**src/rtl/serial_pattern_tx_pkg.sv**
```systemverilog
// -----------------------------------------------------------------------------
// serial_pattern_tx_pkg
// Shared definitions for the serial pattern transmitter: FSM state encoding
// and the default word / word-counter widths.
// -----------------------------------------------------------------------------
package serial_pattern_tx_pkg;

    localparam int DEFAULT_WIDTH = 4;   // bits per transmitted word
    localparam int DEFAULT_CNT_W = 8;   // width of the transmitted-word counter

    typedef enum logic {
        IDLE  = 1'b0,   // nothing on the line, hold register empty
        SHIFT = 1'b1    // a word is being serialised
    } tx_state_e;

endpackage

```
**src/rtl/serial_pattern_tx_shift_reg.sv**
```systemverilog
// -----------------------------------------------------------------------------
// tx_shift_reg
// MSB-first parallel-to-serial shifter with its bit counter.
//
// Ports
//   clk       : clock, rising edge
//   rst       : synchronous active-high reset (clears shifter and counter)
//   load      : load load_data into the shifter, counter back to 0
//   load_data : word to serialise
//   shift     : advance to the next lower bit (zero fill)
//   bit_out   : current serial bit (MSB of the shifter, a register bit)
//   last_bit  : the current bit is the LSB of the word
// -----------------------------------------------------------------------------
module tx_shift_reg #(
    parameter int WIDTH = 4
) (
    input  logic             clk,
    input  logic             rst,
    input  logic             load,
    input  logic [WIDTH-1:0] load_data,
    input  logic             shift,
    output logic             bit_out,
    output logic             last_bit
);

    localparam int BW = $clog2(WIDTH);

    logic [WIDTH-1:0] sh_q;
    logic [BW-1:0]    cnt_q;

    // Zero fill means that after the final shift of a word the register is
    // all zeros, so bit_out is naturally 0 while the transmitter is idle.
    always_ff @(posedge clk) begin
        // NOTE: non-blocking assignments for every register so all flops
        // update together from the values present before the edge.
        if (rst) begin
            sh_q  <= '0;
            cnt_q <= '0;
        end else if (load) begin
            sh_q  <= load_data;
            cnt_q <= '0;
        end else if (shift) begin
            sh_q  <= {sh_q[WIDTH-2:0], 1'b0};
            cnt_q <= last_bit ? '0 : cnt_q + 1'b1;
        end
    end

    assign bit_out  = sh_q[WIDTH-1];
    assign last_bit = (cnt_q == BW'(WIDTH - 1));

endmodule

```
**src/rtl/serial_pattern_tx.sv**
```systemverilog
// -----------------------------------------------------------------------------
// serial_pattern_tx
// Serialises WIDTH-bit words MSB first, one bit per clock, with a one-entry
// hold register so consecutive words leave the block without an idle gap.
//
// Ports
//   clk         : clock, rising edge
//   rst         : synchronous active-high reset
//   din         : parallel word, sampled only on an accept edge
//   din_valid   : din holds a word to send
//   din_ready   : registered; high when the hold register is free
//   out         : serial bit stream (0 while idle)
//   out_valid   : out carries a data bit
//   frame_start : out carries the MSB of a word
//   word_cnt    : number of words fully transmitted (wraps)
// -----------------------------------------------------------------------------
module serial_pattern_tx
    import serial_pattern_tx_pkg::*;
#(
    parameter int WIDTH = DEFAULT_WIDTH,
    parameter int CNT_W = DEFAULT_CNT_W
) (
    input  logic             clk,
    input  logic             rst,
    input  logic [WIDTH-1:0] din,
    input  logic             din_valid,
    output logic             din_ready,
    output logic             out,
    output logic             out_valid,
    output logic             frame_start,
    output logic [CNT_W-1:0] word_cnt
);

    tx_state_e        state_q, state_d;
    logic [WIDTH-1:0] hold_q, hold_d;
    logic             hold_full_q, hold_full_d;
    logic             ready_q;
    logic             out_valid_q, out_valid_d;
    logic             frame_q, frame_d;
    logic [CNT_W-1:0] word_cnt_q;
    logic             word_done;

    logic             accept;
    logic             load;
    logic [WIDTH-1:0] load_data;
    logic             shift;
    logic             last_bit;

    assign accept = din_valid && ready_q;

    tx_shift_reg #(.WIDTH(WIDTH)) u_shift (
        .clk       (clk),
        .rst       (rst),
        .load      (load),
        .load_data (load_data),
        .shift     (shift),
        .bit_out   (out),
        .last_bit  (last_bit)
    );

    always_comb begin
        // NOTE: every signal gets a default first so no path through the
        // case leaves one unassigned and infers a latch.
        state_d     = state_q;
        hold_d      = hold_q;
        hold_full_d = hold_full_q;
        out_valid_d = 1'b0;
        frame_d     = 1'b0;
        load        = 1'b0;
        load_data   = din;
        shift       = 1'b0;
        word_done   = 1'b0;

        unique case (state_q)
            IDLE: begin
                if (accept) begin
                    load        = 1'b1;
                    state_d     = SHIFT;
                    out_valid_d = 1'b1;
                    frame_d     = 1'b1;
                end
            end
            SHIFT: begin
                out_valid_d = 1'b1;
                if (last_bit) begin
                    word_done = 1'b1;
                    if (hold_full_q) begin
                        // ready_q is low here, so no accept can collide
                        // with draining the hold register.
                        load        = 1'b1;
                        load_data   = hold_q;
                        hold_full_d = 1'b0;
                        frame_d     = 1'b1;
                    end else if (accept) begin
                        load    = 1'b1;
                        frame_d = 1'b1;
                    end else begin
                        // Final zero-fill shift leaves the line at 0.
                        shift       = 1'b1;
                        state_d     = IDLE;
                        out_valid_d = 1'b0;
                    end
                end else begin
                    shift = 1'b1;
                    if (accept) begin
                        hold_d      = din;
                        hold_full_d = 1'b1;
                    end
                end
            end
            default: state_d = IDLE;
        endcase
    end

    always_ff @(posedge clk) begin
        if (rst) begin
            state_q     <= IDLE;
            hold_full_q <= 1'b0;
            ready_q     <= 1'b1;
            out_valid_q <= 1'b0;
            frame_q     <= 1'b0;
            word_cnt_q  <= '0;
        end else begin
            state_q     <= state_d;
            hold_full_q <= hold_full_d;
            ready_q     <= ~hold_full_d;
            out_valid_q <= out_valid_d;
            frame_q     <= frame_d;
            word_cnt_q  <= word_cnt_q + CNT_W'(word_done);
        end
    end

    // NOTE: the hold data register has no reset; hold_full qualifies it, and
    // clearing hold_full on reset is what discards a pending word.
    always_ff @(posedge clk) begin
        hold_q <= hold_d;
    end

    assign din_ready   = ready_q;
    assign out_valid   = out_valid_q;
    assign frame_start = frame_q;
    assign word_cnt    = word_cnt_q;

endmodule

```
**config.mk**
```make
export PLATFORM = sky130hd
export DESIGN_NAME = serial_pattern_tx
export DESIGN_NICKNAME = d
export VERILOG_FILES = /design/src/rtl/serial_pattern_tx_pkg.sv /design/src/rtl/serial_pattern_tx_shift_reg.sv /design/src/rtl/serial_pattern_tx.sv
export SDC_FILE = /design/constraint.sdc
export NUM_CORES = 1
export LEC_CHECK = 0
export ABC_CLOCK_PERIOD_IN_PS = 1500
export BUFFER_PORTS_ARGS = -buffer_cell sky130_fd_sc_hd__buf_2
export CAP_MARGIN = 20
export CORE_MARGIN = 2
export CORE_UTILIZATION = 46
export DETAILED_ROUTE_END_ITERATION = 12
export PLACE_DENSITY = 0.72
export SKIP_LAST_GASP = 1
export SLEW_MARGIN = 5
export SYNTH_ARGS = -nofsm -noshare
export SYNTH_HDL_FRONTEND = slang
export SYNTH_SLANG_ARGS = --single-unit
```
**constraint.sdc**
```tcl
create_clock -name clk -period 1.5 [get_ports clk]
set_input_delay 0.225 -clock clk [delete_from_list [all_inputs] [get_ports clk]]
set_output_delay 0.225 -clock clk [all_outputs]
set_load 0.05 [all_outputs]
```
==> results of run 1 <==
-- layout make-up --
class                   instances  area (um^2)  share of cell area, %
inverters                       3        11.26                  1.040
clock buffers                   4        26.28                  2.428
flip-flops and latches         22        488.0                  45.09
repair buffers                 21        112.6                  10.40
well taps                      25        31.28                  2.890
multi-input cells              59        412.9                  38.15
-- critical path: stages, from the launching register on --
cell and delay [ns]:
sky130_fd_sc_hd__dfxtp_2 0.34, sky130_fd_sc_hd__ha_2 0.17, sky130_fd_sc_hd__and2_4 0.17, sky130_fd_sc_hd__ha_4 0.15, sky130_fd_sc_hd__and3_4 0.19, sky130_fd_sc_hd__nand3_1 0.10
sky130_fd_sc_hd__xor2_1 0.15, sky130_fd_sc_hd__nor2_1 0.05
-- power by group through the flow --
stage	registers, W	clock network, W	logic (W)
2_1_floorplan	0.000681	0	0.0000578
3_3_place_gp	0.000654	0	0.000114
3_5_place_dp	0.000654	0	0.000116
4_1_cts	0.000642	0.000276	0.000116
5_1_grt	0.000645	0.000303	0.000129
6_report	0.000641	0.000257	0.000118
-- state kept, by name, indices dropped and copies added, names as in the netlist --
register,cells
hold_full_q,1
frame_start,1
out_valid,1
hold_q,4
u_shift.cnt_q,2
u_shift.sh_q,4
din_ready,1
word_cnt,8
-- per-stage QoR --
stage	utilization (%)	cells	power (W)	hold slack [ns]
5_1_grt	61.35	134	0.001077	0.09460
3_5_place_dp	58.44	129	0.0007698	0.4280
4_1_cts	60.00	133	0.001033	0.1035
6_report	61.35	134	0.001017	0.1185
2_1_floorplan	-	86	0.0007386	0.2966
3_3_place_gp	58.44	129	0.0007678	0.4243
-- cells in the final DEF (no fill, tap or decap), types with 2 or more instances in the layout --
master and n:
sky130_fd_sc_hd__dfxtp_1 14, sky130_fd_sc_hd__buf_4 3, sky130_fd_sc_hd__mux2i_1 3, sky130_fd_sc_hd__nor3_1 2, sky130_fd_sc_hd__dfxtp_2 3, sky130_fd_sc_hd__and2_4 2
sky130_fd_sc_hd__clkbuf_4 3, sky130_fd_sc_hd__nor2b_1 2, sky130_fd_sc_hd__nand3_1 5, sky130_fd_sc_hd__a221o_1 4, sky130_fd_sc_hd__ha_2 2, sky130_fd_sc_hd__xnor2_1 2
sky130_fd_sc_hd__edfxtp_1 4, sky130_fd_sc_hd__nor2_1 14, sky130_fd_sc_hd__inv_1 3, sky130_fd_sc_hd__nand2_1 4, sky130_fd_sc_hd__xor2_1 4, sky130_fd_sc_hd__a21oi_1 3
sky130_fd_sc_hd__buf_2 18
-- path summary, 6_finish.rpt --
kind / end / slack (ns)
hold / removal: hold_q[1]$_DFFE_PP_ / 0.12
setup reg to reg: word_cnt[5]$_SDFF_PP0_ / 0.08
hold reg to reg: u_shift.cnt_q[1]$_SDFFE_PP0P_ / 0.50
setup / recovery: word_cnt[5]$_SDFF_PP0_ / 0.08
-- cell families (layout without fill, tap and decap cells) --
group                    Yosys count  after routing  share of synthesized area, %
AND/OR/NAND/NOR                   35             35                         20.28
AO/OA/AOI/OAI                     12             12                         9.859
multiplexers                       3              3                         3.380
flip-flops                        22             22                         54.09
XOR/XNOR                           6              6                         5.915
adder cells (fa/ha/maj)            3              3                         4.226
buffers and inverters              5             28                         2.252
-- repair_timing --
action                     4_1_cts  5_1_grt
setup endpoints to repair        2        5
resized for setup                1        4
pin swaps                        0        0
buffers inserted                 0        1
-- routing by layer --
metal	vias up	GRT usage, %	share of wire [%]
met4	0	3.243	0.66
met1	320	19.17	48
li1	347	-	-
met2	17	23.73	45
met5	-	0	0
met3	2	6.792	6.2
==> report_table.html, run 1 <==
<table>
<tr><th>Metric</th><th>Value</th></tr>
<tr><th colspan="2">Run status</th></tr>
<tr><td>Status</td><td>completed</td></tr>
<tr><th colspan="2">Synth</th></tr>
<tr><td>Synthesized area divided by synthesized cell count</td><td>10.33 um^2</td></tr>
<tr><td>Commonest cells post-synth</td><td>sky130_fd_sc_hd__dfxtp_1, sky130_fd_sc_hd__nor2_1, sky130_fd_sc_hd__nand3_1</td></tr>
<tr><td>Synthesized Nets</td><td>96</td></tr>
<tr><td>Synthesized instance count</td><td>86</td></tr>
<tr><td>Most used standard cell by instance count after synthesis</td><td>sky130_fd_sc_hd__dfxtp_1</td></tr>
<tr><td>EDFF count, synth</td><td>4</td></tr>
<tr><td>Synth Cell Area</td><td>888.4 um^2</td></tr>
<tr><td>Count of different cell masters after synthesis</td><td>28</td></tr>
<tr><td>Most used flip-flop cell after synthesis</td><td>sky130_fd_sc_hd__dfxtp_1</td></tr>
<tr><td>Share of the yosys chip area belonging to registers</td><td>54.08%</td></tr>
<tr><td>Top area cells in the synthesized netlist</td><td>sky130_fd_sc_hd__dfxtp_1, sky130_fd_sc_hd__edfxtp_1, sky130_fd_sc_hd__nor2_1</td></tr>
<tr><td>Count of state elements after synthesis</td><td>22</td></tr>
<tr><td>Fraction of registers with async set/reset</td><td>0%</td></tr>
<tr><td>Library cell occupying the most area in the post-synthesis netlist</td><td>sky130_fd_sc_hd__dfxtp_1</td></tr>
<tr><td>Area share of the largest cell type after synthesis</td><td>between 40% and 50%</td></tr>
<tr><td>Synth warn</td><td>0</td></tr>
<tr><th colspan="2">Clock network</th></tr>
<tr><td>Number of buffers inserted for hold repair after clock tree synthesis</td><td>0</td></tr>
<tr><td>CTS tree</td><td>built</td></tr>
<tr><td>Root cell of the clock tree</td><td>sky130_fd_sc_hd__clkbuf_4</td></tr>
<tr><td>Maximum number of buffers from clock root to sink</td><td>2</td></tr>
<tr><td>H-tree depth</td><td>1</td></tr>
<tr><td>Number of CTS-inserted buffers</td><td>3</td></tr>
<tr><td>Sinks on Clock Net</td><td>22</td></tr>
<tr><td>Clock latency of the later-clocked register in the worst-skew pair</td><td>slightly below 0.3 ns</td></tr>
<tr><td>Worst-path clk slew</td><td>0.11 ns</td></tr>
<tr><th colspan="2">Place</th></tr>
<tr><td>Final HPWL from detailed placement</td><td>between 1000 and 1500 um</td></tr>
<tr><td>Final weighted congestion of routability-driven global placement</td><td>0.8057</td></tr>
<tr><td>Cell area after placement</td><td>slightly above 1000 um^2</td></tr>
<tr><td>Post-place setup slack</td><td>0.02270 ns</td></tr>
<tr><td>Count of port buffers added during placement</td><td>18</td></tr>
<tr><th colspan="2">STA</th></tr>
<tr><td>Clock Skew</td><td>0.004634 ns</td></tr>
<tr><td>Worst Slack Setup Final</td><td>0.07891 ns</td></tr>
<tr><td>Total Negative Setup Slacks</td><td>0 ns</td></tr>
<tr><td>Highest clock frequency the design can meet</td><td>between 700 and 800 MHz</td></tr>
<tr><td>Setup-violating endpoint count in the final report</td><td>0</td></tr>
<tr><td>Worst slew slack as a fraction of its limit</td><td>between 70% and 80%</td></tr>
<tr><td>Actual slew at the worst max-slew pin</td><td>roughly 0.36 ns</td></tr>
<tr><td>Post-route minimum period</td><td>roughly 1.4 ns</td></tr>
<tr><td>Ratio of final minimum period to clock period</td><td>a little over nine tenths</td></tr>
<tr><td>Final count of hold timing violations</td><td>0</td></tr>
<tr><td>Unrepaired setup endpoints after global routing</td><td>false</td></tr>
<tr><td>Total count of max-transition violations in the final report</td><td>0</td></tr>
<tr><th colspan="2">Die</th></tr>
<tr><td>Height of the die</td><td>roughly 48 um</td></tr>
<tr><td>Num rows</td><td>15</td></tr>
<tr><td>Effective utilization at floorplan</td><td>between 50% and 60%</td></tr>
<tr><td>Width of the die</td><td>between 40 and 50 um</td></tr>
<tr><td>Number of I/O pins</td><td>19</td></tr>
<tr><td>Core box area</td><td>roughly 1800 um^2</td></tr>
<tr><td>Area of the die</td><td>between 2000 and 2500 um^2</td></tr>
<tr><th colspan="2">Critical path</th></tr>
<tr><td>Required time at the endpoint of the critical path</td><td>approximately 1.7 ns</td></tr>
<tr><td>Element type at the critical path start</td><td>register</td></tr>
<tr><td>Nature of the critical path endpoint</td><td>register</td></tr>
<tr><td>Arrival @ worst endpoint</td><td>1.60 ns</td></tr>
<tr><td>Worst-path maximum fanout</td><td>3</td></tr>
<tr><td>Logic depth of the worst register-to-register path</td><td>7</td></tr>
<tr><td>Startpoint of the most critical register-to-register path</td><td>u_shift.cnt_q[0]$_SDFFE_PP0P_</td></tr>
<tr><td>Setup crit start</td><td>u_shift.cnt_q[0]$_SDFFE_PP0P_</td></tr>
<tr><td>Class of the most critical setup path</td><td>reg2reg</td></tr>
<tr><th colspan="2">Cells and area</th></tr>
<tr><td>Layout cells sized above 1</td><td>between 30 and 40%</td></tr>
<tr><td>Final standard cell area without fillers</td><td>1082 um^2</td></tr>
<tr><td>NumNets Final</td><td>between 100 and 150</td></tr>
<tr><td>Filler cell count in the final layout</td><td>172</td></tr>
<tr><td>Area growth from synthesis to layout</td><td>21.83%</td></tr>
<tr><td>Antenna diodes</td><td>0</td></tr>
<tr><th colspan="2">Detailed routing</th></tr>
<tr><td>Via count normalized by instance count</td><td>between 5 and 6</td></tr>
<tr><td>Number of detailed-route iterations in the first pass</td><td>4</td></tr>
<tr><td>Drt total wl</td><td>approximately 1500 um</td></tr>
<tr><td>Via count of the routed design</td><td>~690</td></tr>
<tr><td>Average routed wire per standard cell</td><td>11.24 um</td></tr>
<tr><td>Drt initial violations</td><td>16</td></tr>
<tr><td>Routed Antenna Nets</td><td>0</td></tr>
<tr><td>DRC violation count after routing</td><td>0</td></tr>
<tr><th colspan="2">Pwr</th></tr>
<tr><td>Leakage power</td><td>0.4742 nW</td></tr>
<tr><td>Areal power density over the cells</td><td>roughly 940 nW/um^2</td></tr>
<tr><td>Sw Share</td><td>approximately a quarter</td></tr>
<tr><td>Switching Power</td><td>between 0.0002 and 0.00025 W</td></tr>
<tr><td>Power share of the clock group</td><td>around a quarter</td></tr>
<tr><td>Worst voltage drop across the vdd grid</td><td>about 0.68 mV</td></tr>
<tr><td>Reg power frac</td><td>~63%</td></tr>
<tr><td>Cell-internal power</td><td>between 0.0007 and 0.0008 W</td></tr>
<tr><td>Combinational share of power</td><td>approximately 12%</td></tr>
<tr><th colspan="2">Min path</th></tr>
<tr><td>Worst hold path cell count</td><td>1</td></tr>
<tr><td>Startpoint of the worst hold path</td><td>din[1]</td></tr>
<tr><td>Path class of the lowest-slack min-delay path</td><td>in2reg</td></tr>
<tr><th colspan="2">GRT</th></tr>
<tr><td>Global-route wire length before repair</td><td>about 2400 um</td></tr>
<tr><td>Via count of the first global-routing pass</td><td>between 500 and 600</td></tr>
<tr><td>Overall overflow remaining after global route</td><td>0</td></tr>
<tr><td>Antenna violations before repair</td><td>0</td></tr>
<tr><td>Maximum number of pins on one net before global-route repair</td><td>17</td></tr>
<tr><td>GRT Util Overall</td><td>between 10% and 20%</td></tr>
<tr><th colspan="2">Run</th></tr>
<tr><td>Number of max-cap violations</td><td>0</td></tr>
</table>
No activity file was read; power rests on OpenSTA's default activity.
==> run 2: changes to the inputs <==
Settings changed: CORE_UTILIZATION 46 to 49, CTS_BUF_LIST set to sky130_fd_sc_hd__clkbuf_8, PLACE_DENSITY 0.72 to 0.76.
==> run 2 against run 1 <==
Clock power is 40% higher. Combinational power hardly changed. Sequential power hardly changed. Non-clock buffer count stayed put. Core utilization is 3.0 points higher. Global-route usage is 2.5 points higher. Hold slack better by 0.041 ns. Design area is 1.6% higher. Critical path depth stayed put. Final cell count stayed put. Largest power group unchanged.
==> report_table.html, run 2 (synthesis results as in run 1) <==
<table>
<tr><th>Metric</th><th>Value</th></tr>
<tr><th colspan="2">Detailed routing</th></tr>
<tr><td>Drt initial violations</td><td>10 (was 16)</td></tr>
<tr><td>Routed Antenna Nets</td><td>0 (unchanged)</td></tr>
<tr><td>Via count of the routed design</td><td>683 (was 686)</td></tr>
<tr><td>Via count normalized by instance count</td><td>5.097 (was 5.119)</td></tr>
<tr><td>DRC violation count after routing</td><td>0 (unchanged)</td></tr>
<tr><td>Number of detailed-route iterations in the first pass</td><td>4 (unchanged)</td></tr>
<tr><td>Average routed wire per standard cell</td><td>12.41 um (was 11.24 um)</td></tr>
<tr><td>Drt total wl</td><td>1663 um (was 1506 um)</td></tr>
<tr><th colspan="2">Die</th></tr>
<tr><td>Area of the die</td><td>2170 um^2 (was 2299 um^2)</td></tr>
<tr><td>Height of the die</td><td>46.58 um (was 47.95 um)</td></tr>
<tr><td>Core box area</td><td>1708 um^2 (was 1764 um^2)</td></tr>
<tr><td>Num rows</td><td>15 (unchanged)</td></tr>
<tr><td>Width of the die</td><td>46.58 um (was 47.95 um)</td></tr>
<tr><td>Number of I/O pins</td><td>19 (unchanged)</td></tr>
<tr><td>Effective utilization at floorplan</td><td>52.01% (was 50.35%)</td></tr>
<tr><th colspan="2">Cells and area</th></tr>
<tr><td>Commonest non-fill, non-tap cells in the layout</td><td>sky130_fd_sc_hd__buf_2, sky130_fd_sc_hd__dfxtp_1, sky130_fd_sc_hd__nor2_1 (was sky130_fd_sc_hd__buf_2, sky130_fd_sc_hd__nor2_1, sky130_fd_sc_hd__dfxtp_1)</td></tr>
<tr><td>Area of the multi-input gates</td><td>412.9 um^2 (unchanged)</td></tr>
<tr><td>Area growth from synthesis to layout</td><td>23.80% (was 21.83%)</td></tr>
<tr><td>Filler cell count in the final layout</td><td>141 (was 172)</td></tr>
<tr><td>Commonest non-fill, non-tap cell in the layout</td><td>sky130_fd_sc_hd__buf_2 (unchanged)</td></tr>
<tr><td>NumNets Final</td><td>120 (unchanged)</td></tr>
<tr><td>Final standard cell area without fillers</td><td>1100 um^2 (was 1082 um^2)</td></tr>
<tr><td>Flip-flop count of the largest register, all copies and words added</td><td>8 (unchanged)</td></tr>
<tr><td>Antenna diodes</td><td>0 (unchanged)</td></tr>
<tr><td>Layout cells sized above 1</td><td>32.11% (was 33.03%)</td></tr>
<tr><td>Register Area</td><td>486.7 um^2 (was 488.0 um^2)</td></tr>
<tr><th colspan="2">STA</th></tr>
<tr><td>Actual slew at the worst max-slew pin</td><td>0.3393 ns (was 0.3608 ns)</td></tr>
<tr><td>Total Negative Setup Slacks</td><td>0 ns (unchanged)</td></tr>
<tr><td>Unrepaired setup endpoints after global routing</td><td>false (unchanged)</td></tr>
<tr><td>Ratio of final minimum period to clock period</td><td>95.36% (was 94.74%)</td></tr>
<tr><td>Highest clock frequency the design can meet</td><td>699.1 MHz (was 703.7 MHz)</td></tr>
<tr><td>Clock Skew</td><td>0.002580 ns (was 0.004634 ns)</td></tr>
<tr><td>Setup-violating endpoint count in the final report</td><td>0 (unchanged)</td></tr>
<tr><td>Post-route minimum period</td><td>1.430 ns (was 1.421 ns)</td></tr>
<tr><td>Worst Slack Setup Final</td><td>0.06957 ns (was 0.07891 ns)</td></tr>
<tr><td>Total count of max-transition violations in the final report</td><td>0 (unchanged)</td></tr>
<tr><td>Final count of hold timing violations</td><td>0 (unchanged)</td></tr>
<tr><td>Worst slew slack as a fraction of its limit</td><td>77.21% (was 75.76%)</td></tr>
<tr><th colspan="2">Critical path</th></tr>
<tr><td>Nature of the critical path endpoint</td><td>register (unchanged)</td></tr>
<tr><td>Class of the most critical setup path</td><td>reg2reg (unchanged)</td></tr>
<tr><td>Element type at the critical path start</td><td>register (unchanged)</td></tr>
<tr><td>Worst-path maximum fanout</td><td>3 (unchanged)</td></tr>
<tr><td>Required time at the endpoint of the critical path</td><td>1.64 ns (was 1.68 ns)</td></tr>
<tr><td>Arrival @ worst endpoint</td><td>1.57 ns (was 1.60 ns)</td></tr>
<tr><th colspan="2">Clock network</th></tr>
<tr><td>CTS tree</td><td>built (unchanged)</td></tr>
<tr><td>Number of CTS-inserted buffers</td><td>3 (unchanged)</td></tr>
<tr><td>Worst-path clk slew</td><td>0.07 ns (was 0.11 ns)</td></tr>
<tr><td>Maximum number of buffers from clock root to sink</td><td>2 (unchanged)</td></tr>
<tr><td>Sinks on Clock Net</td><td>22 (unchanged)</td></tr>
<tr><td>Root cell of the clock tree</td><td>sky130_fd_sc_hd__clkbuf_8 (was sky130_fd_sc_hd__clkbuf_4)</td></tr>
<tr><td>H-tree depth</td><td>1 (unchanged)</td></tr>
<tr><td>Clock latency of the later-clocked register in the worst-skew pair</td><td>0.26 ns (was 0.29 ns)</td></tr>
<tr><th colspan="2">Run</th></tr>
<tr><td>Number of max-cap violations</td><td>0 (unchanged)</td></tr>
<tr><th colspan="2">Pwr</th></tr>
<tr><td>Leakage power</td><td>0.4803 nW (was 0.4742 nW)</td></tr>
<tr><td>Areal power density over the cells</td><td>1016 nW/um^2 (was 939.6 nW/um^2)</td></tr>
<tr><td>Worst voltage drop across the vdd grid</td><td>0.6023 mV (was 0.6815 mV)</td></tr>
<tr><th colspan="2">GRT</th></tr>
<tr><td>Maximum number of pins on one net before global-route repair</td><td>17 (unchanged)</td></tr>
<tr><td>Via count of the first global-routing pass</td><td>604 (was 577)</td></tr>
<tr><td>Overall overflow remaining after global route</td><td>0 (unchanged)</td></tr>
<tr><td>GRT Util Overall</td><td>17.58% (was 15.10%)</td></tr>
<tr><td>Global-route wire length before repair</td><td>2566 um (was 2401 um)</td></tr>
<tr><td>Antenna violations before repair</td><td>0 (unchanged)</td></tr>
<tr><th colspan="2">Place</th></tr>
<tr><td>Count of port buffers added during placement</td><td>18 (unchanged)</td></tr>
<tr><td>Final weighted congestion of routability-driven global placement</td><td>0.8535 (was 0.8057)</td></tr>
<tr><td>Post-place setup slack</td><td>0.01443 ns (was 0.02270 ns)</td></tr>
<tr><td>Cell area after placement</td><td>1031 um^2 (unchanged)</td></tr>
<tr><td>Final HPWL from detailed placement</td><td>1209 um (was 1148 um)</td></tr>
<tr><th colspan="2">Run status</th></tr>
<tr><td>Status</td><td>completed (unchanged)</td></tr>
<tr><th colspan="2">Min path</th></tr>
<tr><td>Path class of the lowest-slack min-delay path</td><td>in2reg (unchanged)</td></tr>
</table>
## run 2: changes by cell type in the layout (fill, tap and decap cells not counted)
cell and change:
sky130_fd_sc_hd__clkbuf_1 -1, sky130_fd_sc_hd__clkbuf_4 -3, sky130_fd_sc_hd__clkbuf_8 +3, sky130_fd_sc_hd__clkinv_1 +1
sky130_fd_sc_hd__dfxtp_1 +1, sky130_fd_sc_hd__dfxtp_2 -1
## run 2: layer usage
layer | wire, um | share of wire, % | vias up | GRT usage (%)
met2 | 766 | 46 | 18 | 25.83
met5 | 0 | 0 | - | 0
met3 | 65 | 3.9 | 7 | 3.922
met4 | 58 | 3.5 | 0 | 14.86
li1 | - | - | 347 | -
met1 | 773 | 46 | 311 | 21.45
## run 2: cell type report
cell class / instances / share of cell area, %
Inverter: 3 / 1.024
Timing Repair Buffer: 21 / 10.24
Sequential cell: 22 / 44.26
Clock buffer: 3 / 3.754
Clock inverter: 1 / 0.3413
Multi-Input combinational cell: 59 / 37.54
Tap cell: 25 / 2.844
## run 2: critical path, stage by stage (launching register included)
cell	delay, ns
sky130_fd_sc_hd__dfxtp_2	0.34
sky130_fd_sc_hd__ha_2	0.17
sky130_fd_sc_hd__and2_4	0.16
sky130_fd_sc_hd__ha_4	0.13
sky130_fd_sc_hd__and3_4	0.20
sky130_fd_sc_hd__nand3_1	0.09
sky130_fd_sc_hd__xor2_1	0.17
sky130_fd_sc_hd__nor2_1	0.05
## run 2: through the flow
stage,hold slack [ns],std cells,util [%],power (W)
detailed placement,0.4269,129,60.37,0.0007704
global route,0.1526,134,64.40,0.001169
floorplan,0.2966,86,-,0.0007386
CTS,0.1521,133,63.15,0.001134
finish,0.1595,134,64.40,0.001118
global placement,0.4245,129,60.37,0.0007668
## run 2: where the power goes
part,switching [W],internal [W]
clock network,0.000177,0.000182
registers,0.0000168,0.000626
logic,0.0000744,0.0000409
## run 2: path summary, 6_finish.rpt
path                                 startpoint                      endpoint  slack (ns)  cells past startpoint
hold reg to reg    u_shift.sh_q[1]$_SDFFE_PP0P_  u_shift.sh_q[1]$_SDFFE_PP0P_        0.49                      1
setup / recovery  u_shift.cnt_q[0]$_SDFFE_PP0P_        word_cnt[5]$_SDFF_PP0_        0.07                      7
hold / removal                           din[2]           hold_q[2]$_DFFE_PP_        0.16                      1
setup reg to reg  u_shift.cnt_q[0]$_SDFFE_PP0P_        word_cnt[5]$_SDFF_PP0_        0.07                      7
## run 2: timing repair
| item | in CTS | in global routing |
|---|---|---|
| buffers inserted | 0 | 1 |
| endpoints found under the hold margin | 0 | 0 |
| setup endpoints to repair | 2 | 4 |
| hold buffers | 0 | 0 |
| resized for setup | 1 | 3 |
| pin swaps | 0 | 1 |
